<file path="src/rtl/nibbler_io_bridge.sv">
// nibbler_io_bridge: IN/OUT port responder with synchronized inputs, latched outputs and a port-3 stream FIFO
module nibbler_io_bridge #(
    parameter int N     = 4,
    parameter int DEPTH = 4
) (
    input  logic         clk,
    input  logic         reset,
    input  logic [1:0]   io_addr,
    input  logic         io_wr,
    input  logic [N-1:0] io_wdata,
    input  logic         io_rd,
    output logic [N-1:0] io_rdata,
    input  logic [N-1:0] In0,
    input  logic [N-1:0] In1,
    input  logic [N-1:0] In2,
    output logic [N-1:0] Out0,
    output logic [N-1:0] Out1,
    output logic [N-1:0] Out2,
    output logic [N-1:0] tx_data,
    output logic         tx_valid,
    input  logic         tx_ready
);
    localparam int AW = $clog2(DEPTH);
    localparam int CW = AW + 1;
    logic [2:0][N-1:0]       s1_q, s1_d, s2_q, s2_d, out_q, out_d;
    logic [DEPTH-1:0][N-1:0] mem_q, mem_d;
    logic [AW-1:0]           wr_ptr_q, wr_ptr_d, rd_ptr_q, rd_ptr_d;
    logic [CW-1:0]           count_q, count_d;
    logic                    ovf_q, ovf_d;
    logic                    full, empty, pop, push_req, push, drop;
    logic [N-1:0]            status;
    assign full     = count_q == CW'(DEPTH);
    assign empty    = count_q == '0;
    assign tx_valid = !empty;
    assign tx_data  = mem_q[rd_ptr_q];
    assign pop      = tx_valid && tx_ready;
    assign push_req = io_wr && io_addr == 2'd3;
    assign push     = push_req && (!full || pop);
    assign drop     = push_req && full && !pop;
    assign status   = N'({ovf_q, full, empty, 1'b0});
    assign io_rdata = io_addr == 2'd3 ? status : s2_q[io_addr];
    assign Out0     = out_q[0];
    assign Out1     = out_q[1];
    assign Out2     = out_q[2];
    always_comb begin
        s1_d     = {In2, In1, In0};
        s2_d     = s1_q;
        out_d    = out_q;
        mem_d    = mem_q;
        if (io_wr && io_addr != 2'd3) out_d[io_addr] = io_wdata;
        if (push) mem_d[wr_ptr_q] = io_wdata;
        wr_ptr_d = wr_ptr_q + AW'(push);
        rd_ptr_d = rd_ptr_q + AW'(pop);
        count_d  = count_q + CW'(push) - CW'(pop);
        ovf_d    = drop ? 1'b1 : (io_rd && io_addr == 2'd3) ? 1'b0 : ovf_q;
    end
    always_ff @(posedge clk or negedge reset) begin
        if (!reset) begin
            s1_q     <= '0;
            s2_q     <= '0;
            out_q    <= '0;
            mem_q    <= '0;
            wr_ptr_q <= '0;
            rd_ptr_q <= '0;
            count_q  <= '0;
            ovf_q    <= 1'b0;
        end else begin
            s1_q     <= s1_d;
            s2_q     <= s2_d;
            out_q    <= out_d;
            mem_q    <= mem_d;
            wr_ptr_q <= wr_ptr_d;
            rd_ptr_q <= rd_ptr_d;
            count_q  <= count_d;
            ovf_q    <= ovf_d;
        end
    end
endmodule

</file>
<file path="config.mk">
export PLATFORM = sky130hd
export DESIGN_NAME = nibbler_io_bridge
export DESIGN_NICKNAME = d
export VERILOG_FILES = /design/src/rtl/nibbler_io_bridge.sv
export SDC_FILE = /design/constraint.sdc
export NUM_CORES = 1
export LEC_CHECK = 0
export BUFFER_PORTS_ARGS = -buffer_cell sky130_fd_sc_hd__buf_2
export CORE_ASPECT_RATIO = 1.2
export CORE_MARGIN = 3
export CORE_UTILIZATION = 58
export CTS_CLUSTER_DIAMETER = 50
export DETAILED_ROUTE_END_ITERATION = 12
export GPL_TIMING_DRIVEN = 0
export MAX_ROUTING_LAYER = met4
export PLACE_DENSITY = 0.83
export SLEW_MARGIN = 20
export SYNTH_ARGS = -nofsm -noshare
export SYNTH_HDL_FRONTEND = slang
export SYNTH_SLANG_ARGS = --single-unit
</file>
<file path="constraint.sdc">
create_clock -name clk -period 3.4 [get_ports clk]
set_input_delay 0.34 -clock clk [delete_from_list [all_inputs] [get_ports clk]]
set_output_delay 0.34 -clock clk [all_outputs]
set_load 0.05 [all_outputs]
</file>
==> results of run 1 <==
## layout make-up
| cell class | count | area share [%] |
|---|---|---|
| plain buffers | 3 | 0.7809 |
| multi-input cells | 65 | 27.74 |
| well taps | 52 | 2.389 |
| clock inverters | 3 | 0.5512 |
| repair buffers | 41 | 7.625 |
| inverters | 6 | 0.8268 |
| flip-flops and latches | 60 | 55.12 |
| clock buffers | 12 | 4.961 |
## power by group
part / switching, µW / internal, µW / leakage [µW] / total, µW
clock: 250 / 257 / 0.0000800 / 506
sequential: 145 / 895 / 0.000715 / 1040
combinational: 478 / 325 / 0.000481 / 802
total: 872 / 1480 / 0.00128 / 2350
## cells in the mapped netlist (all sizes together)
cell type | count | area [µm²]
dfrtp | 60 | 1501
mux2 | 28 | 330.3
mux4 | 7 | 157.7
inv | 6 | 22.52
ha | 4 | 50.05
nand2 | 4 | 15.01
buf | 3 | 21.27
nor4b | 3 | 53.80
nand3 | 2 | 15.01
nor3 | 2 | 10.01
nor3b | 2 | 15.01
o21ai | 2 | 10.01
xnor2 | 2 | 17.52
xor2 | 2 | 17.52
and2 | 1 | 6.260
fa | 1 | 20.02
mux2i | 1 | 10.01
nand3b | 1 | 7.510
nor2b | 1 | 6.260
or2 | 1 | 6.260
or4 | 1 | 7.510
## routing by layer
layer / routed length (µm) / track usage (%) / up-vias
met5: 0 / - / -
met2: 2077 / 31.79 / 39
met1: 1481 / 21.01 / 677
met4: 120 / 15.11 / 0
met3: 211 / 5.672 / 12
li1: - / - / 572
## worst paths after layout
check,endpoint,slack (ns),startpoint,cells past startpoint
max,count_q[2]$_DFF_PN0_,0.99,count_q[1]$_DFF_PN0_,9
min,mem_q[1]$_DFFE_PN0P_,0.06,reset,1
max reg2reg,count_q[2]$_DFF_PN0_,0.99,count_q[1]$_DFF_PN0_,9
min reg2reg,s2_q[3]$_DFF_PN0_,0.35,s1_q[3]$_DFF_PN0_,0
max in group asynchronous,s2_q[10]$_DFF_PN0_,2.87,reset,1
min in group clk,s1_q[6]$_DFF_PN0_,0.11,In1[2],1
## flip-flops by register name, indices dropped and copies added, names as in the netlist
signal / flops
wr_ptr_q: 2
Out1: 4
s1_q: 12
rd_ptr_q: 2
s2_q: 12
ovf_q: 1
Out0: 4
mem_q: 16
Out2: 4
count_q: 3
## cells by family after synthesis
group	after synthesis
flip-flops	60
multiplexers	36
AND/OR/NAND/NOR	18
buffers and inverters	9
adder cells (fa/ha/maj)	5
XOR/XNOR	4
AO/OA/AOI/OAI	2
## critical path: cells and delay by family (launching register included)
family                   cells  cell delay (ns)
XOR/XNOR                     2             0.33
AND/OR/NAND/NOR              2             0.67
buffers and inverters        2             0.11
adder cells (fa/ha/maj)      3             0.75
flip-flops                   1             0.47
## per-stage QoR
| stage | worst slack [ns] | cells |
|---|---|---|
| 2_1_floorplan | 0.9969 | 134 |
| 3_3_place_gp | 1.115 | 227 |
| 3_5_place_dp | 0.9882 | 227 |
| 4_1_cts | 0.9594 | 242 |
| 5_1_grt | 0.8230 | 242 |
| 6_report | 0.9876 | 242 |
==> metrics, run 1 <==
VDD IR max=around 0.00046 V; Synth Area in Simple Gates=6.199%; global-route wire length before repair=6.513 mm; IO buf count=a little over 40; die footprint=0.004762 mm²; die height=approximately 75 µm; postcts setup bufs=0; clock sink total=60; Mapped Area=approximately 0.0023 mm²; multi-input logic area=755.7 µm²; DRC viols=0; Initial Util=61.79%; Core Util, Final=approximately three quarters; commonest non-fill, non-tap cell in the layout=dfrtp_1; crit-path max cell delay=0.47 ns; number of global-route vias before repair=between 1000 and 1500; Synth Area in Compound Gates=less than 1%; Post-Synth Adder-Cell Area=~3.0%; CTS tree=yes; share of cells above drive strength 1=roughly 50%; final hold violations=0; Mapped Nets=162; final setup fails=0; area grow syn2layout=18.38%; Die X=63.50 µm; initial antenna violation count=0; Clock transition at path regs=roughly 0.060 ns; most frequent cells in the layout=60 x dfrtp_1, 42 x buf_2, 24 x mux2_2, 9 x clkbuf_8, 7 x mux4_2; Crit Path Class=reg2reg; Via density=5.372; Core Region=approximately 0.0037 mm²; Setup Skew=around 0.0083 ns; Setup TNS=0 ns; IO Count=44; RSZ-0062 raised after global routing=no; Required @ worst endpoint=around 3.7 ns; CP endpoint kind=flip-flop; CP max FO=6; Tightest Hold Check Type=in2async; Detailed Routing Iterations Pass 1=4; hold_ws=0.05728 ns; final WL=roughly 3.9 mm; Final Max Slew Viols=0; Rows=24; total power=around 2300 µW; leakage=roughly 0.0013 µW; Max clock buf depth=2; Synth cell types=25; fin crit share=a little under three quarters; YS warnings=0; post-cts repair resize count=0; design area=0.002724 mm²; #FFs+latches synth=60; H-Tree Depth=3; GRT Residual Overflow=0; Root Buffer=clkbuf_8; max_slew headroom=between 50% and 60%; wire length per cell=~16 µm; # diodes=0; number of max-cap violations=0; xor/xnor share of the synthesized area=under 10%; CTS Buf Count=9; initial DRC count=between 50 and 60; Startpoint Class=flip-flop; dpl cell area=0.002574 mm²; Antenna Violating Nets Remaining=0; clk_lat worst skew=0.33 ns; routed vias=1300; Crit-path slowest cell=dfrtp_1; result of the run=finished clean; post-synthesis cell count=between 100 and 150; routability-driven placement congestion ratio=just under 0.8; Cell Pwr Density=862.2 mW/mm²; Final min period=around 2.4 ns; CP cell instances=nor4b_4 -> or2_2 -> ha_1 -> inv_1 -> ha_1 -> inv_1 -> fa_1 -> xnor2_1 -> xnor2_1; Critical Path AT=2.66 ns; cts-stage hold buffer count=0; Mean Syn Cell Area=approximately 17 µm²; largest family of logic cells by synthesized area=multiplexers; Net count, final=roughly 210; mux share of post-synthesis cell area=21.64%; pin count of the biggest net entering global routing=61; Worst-Margin Slew=~0.71 ns; sequential element share of the synthesized area=around 65%; filler instances=about 270; HPWL after DPL=around 2.8 mm; register area=approximately 0.0015 mm²; f_max=around 0.41 GHz; All-Layer GR Usage=roughly a fifth
Power figures use the tool's default switching activity.
==> run 2: changes to the inputs <==
--- a/config.mk
+++ b/config.mk
@@ -8,12 +8,12 @@
 export BUFFER_PORTS_ARGS = -buffer_cell sky130_fd_sc_hd__buf_2
 export CORE_ASPECT_RATIO = 1.2
 export CORE_MARGIN = 3
-export CORE_UTILIZATION = 58
+export CORE_UTILIZATION = 54
 export CTS_CLUSTER_DIAMETER = 50
 export DETAILED_ROUTE_END_ITERATION = 12
 export GPL_TIMING_DRIVEN = 0
 export MAX_ROUTING_LAYER = met4
-export PLACE_DENSITY = 0.83
+export PLACE_DENSITY = 0.78
 export SLEW_MARGIN = 20
 export SYNTH_ARGS = -nofsm -noshare
 export SYNTH_HDL_FRONTEND = slang
==> constraint.sdc (replaced) <==
create_clock -name clk -period 2.5 [get_ports clk]
set_input_delay 0.25 -clock clk [delete_from_list [all_inputs] [get_ports clk]]
set_output_delay 0.25 -clock clk [all_outputs]
set_load 0.05 [all_outputs]
==> metrics, run 2 (synthesis results as in run 1) <==
result of the run=finished with violations (was finished clean); failing checks=negative hold slack; cell repeated most along the worst path=inv_1; Setup TNS=0 ns (unchanged); number of max-cap violations=0 (unchanged); Root Buffer=clkbuf_8 (unchanged); multi-input logic area=760.7 µm² (was 755.7 µm²); Crit-path slowest cell=dfrtp_1 (unchanged); CP max FO=5 (was 6); Net count, final=216 (was 214); IO buf count=41 (unchanged); RSZ-0062 raised after global routing=no (unchanged); pin count of the biggest net entering global routing=61 (unchanged); Max clock buf depth=2 (unchanged); IO Count=44 (unchanged); Comb pwr share=34.1% (was 34.2%); register with the most flip-flops=mem_q (unchanged); # diodes=0 (unchanged); global-route wire length before repair=6.741 mm (was 6.513 mm); design area=0.002759 mm² (was 0.002724 mm²); Reg2Reg Depth=10 (was 9); Initial Util=57.02% (was 61.79%); CTS Buf Count=9 (unchanged); Final min period=2.261 ns (was 2.412 ns); Die X=65.59 µm (was 63.50 µm); Int Pwr=2054 µW (was 1477 µW); Final Max Slew Viols=0 (unchanged); GRT Residual Overflow=0 (unchanged); final WL=3.974 mm (was 3.891 mm); Rows=25 (was 24); Startpoint Class=flip-flop (unchanged); Crit Path Class=reg2reg (unchanged); VDD IR max=0.0005366 V (was 0.0004550 V); final setup fails=0 (unchanged); Worst-Margin Slew=0.7175 ns (was 0.7104 ns); CP cell instances=nor3_2 -> inv_1 -> and2_1 -> ha_1 -> inv_1 -> ha_1 -> inv_1 -> fa_1 -> xnor2_1 -> xnor2_1 (was nor4b_4 -> or2_2 -> ha_1 -> inv_1 -> ha_1 -> inv_1 -> fa_1 -> xnor2_1 -> xnor2_1); clock share of power=22.1% (was 21.6%); R2R Path Start=count_q[1]$_DFF_PN0_ (unchanged); Sw Share=36.36% (was 37.13%); die height=77.51 µm (was 75.00 µm); Cells after DPL=229 (was 227); Tightest Hold Check Type=in2async (unchanged); CP endpoint kind=flip-flop (unchanged); CP bufs+invs=3 (was 2); dpl cell area=0.002576 mm² (was 0.002574 mm²); crit-path leading delay family=adder cells (unchanged); routability-driven placement congestion ratio=0.7294 (was 0.7826); Seq pwr share=43.8% (was 44.3%); area grow syn2layout=19.90% (was 18.38%); wire length per cell=16.09 µm (was 16.08 µm); filler instances=303 (was 274); Detailed Routing Iterations Pass 1=4 (unchanged); Setup Skew=0.004596 ns (was 0.008320 ns); CTS tree=yes (unchanged); Reg-to-Reg End=count_q[2]$_DFF_PN0_ (unchanged); All-Layer GR Usage=18.73% (was 19.83%); Core Region=0.004035 mm² (was 0.003724 mm²); HPWL after DPL=2.838 mm (was 2.839 mm); Clock transition at path regs=0.06 ns (about the same); Antenna Violating Nets Remaining=0 (unchanged); leakage=0.001292 µW (was 0.001276 µW); max FFs per register=16 (unchanged); P_sw=1173 µW (was 872.1 µW); fin crit share=90.43% (was 70.95%); Core Util, Final=68.37% (was 73.15%); routed vias=1281 (was 1300); max_slew headroom=52.17% (was 52.64%); initial antenna violation count=0 (unchanged); Critical Path AT=2.51 ns (was 2.66 ns); Via density=5.186 (was 5.372); initial DRC count=21 (was 54); DRC viols=0 (unchanged); R2R Setup Slk=0.24 ns (was 0.99 ns); clock sink total=60 (unchanged); H-Tree Depth=3 (unchanged); cts-stage hold buffer count=0 (unchanged); hold_ws=-0.01068 ns (was 0.05728 ns); number of global-route vias before repair=1402 (was 1421); f_max=0.4423 GHz (was 0.4145 GHz); crit-path max cell delay=0.47 ns (about the same); commonest non-fill, non-tap cell in the layout=dfrtp_1 (unchanged); Required @ worst endpoint=2.75 ns (was 3.65 ns); Finished Layout Cells=247 (was 242); Cell Pwr Density=1170 mW/mm² (was 862.2 mW/mm²); final hold violations=10 (was 0); largest registers=mem_q x16, s1_q x12, s2_q x12 (unchanged); die footprint=0.005084 mm² (was 0.004762 mm²); share of cells above drive strength 1=51.30% (was 50.53%); register area=0.001501 mm² (unchanged); most frequent cells in the layout=60 x dfrtp_1, 42 x buf_2, 24 x mux2_2, 10 x clkbuf_8, 7 x mux4_2 (was 60 x dfrtp_1, 42 x buf_2, 24 x mux2_2, 9 x clkbuf_8, 7 x mux4_2); clk_lat worst skew=0.32 ns (was 0.33 ns)
## run 2: cell types whose count changed in the layout (fill, tap and decap cells not counted), sizes merged
| cell | previous run | this run |
|---|---|---|
| clkbuf | 12 | 14 |
| buf | 44 | 46 |
| clkinv | 3 | 2 |
## run 2: worst max path at each step
| stage | startpoint | end | cells past startpoint |
|---|---|---|---|
| floorplan | count_q[1]$_DFF_PN0_ | count_q[2]$_DFF_PN0_ | 10 |
| global placement | count_q[1]$_DFF_PN0_ | count_q[2]$_DFF_PN0_ | 10 |
| detailed placement | count_q[1]$_DFF_PN0_ | count_q[2]$_DFF_PN0_ | 10 |
| CTS | count_q[1]$_DFF_PN0_ | count_q[2]$_DFF_PN0_ | 10 |
| global route | count_q[1]$_DFF_PN0_ | count_q[2]$_DFF_PN0_ | 10 |
| finish | count_q[1]$_DFF_PN0_ | count_q[2]$_DFF_PN0_ | 10 |
## run 2: area by class of cell
cell class	instances	share of cell area [%]
Inverter	6	0.8163
Buffer	3	0.7710
Sequential cell	60	54.42
Timing Repair Buffer	43	8.073
Clock buffer	14	5.533
Clock inverter	2	0.3628
Multi-Input combinational cell	65	27.57
Tap cell	54	2.449
## run 2: metrics by stage
step           hold WS, ns  worst slack (ns)  total power [µW]
3_5_place_dp        0.3347            0.1300              2535
3_3_place_gp        0.3316            0.2131              2461
6_report          -0.01068            0.2391              3227
4_1_cts           0.003961            0.1143              3263
5_1_grt            0.01280           0.03393              3417
2_1_floorplan     -0.04559           0.09694              2256
## run 2: power by group through the flow
stage	sequential (µW)	clock (µW)	combinational (µW)
finish	1410	712	1100
global route	1450	782	1180
CTS	1410	739	1110
detailed placement	1430	0	1100
global placement	1400	0	1060
floorplan	1510	0	749
## run 2: timing repair
action | 4_1_cts | 5_1_grt
setup endpoints to repair | 0 | 1
resized for setup | 0 | 1
buffers inserted | 0 | 2
## run 2: metal layers
layer / track usage (%) / share of wire [%]
met4: 8.714 / 2.2
met1: 21.91 / 39
met2: 29.58 / 54
met5: - / 0
met3: 5.644 / 4.9
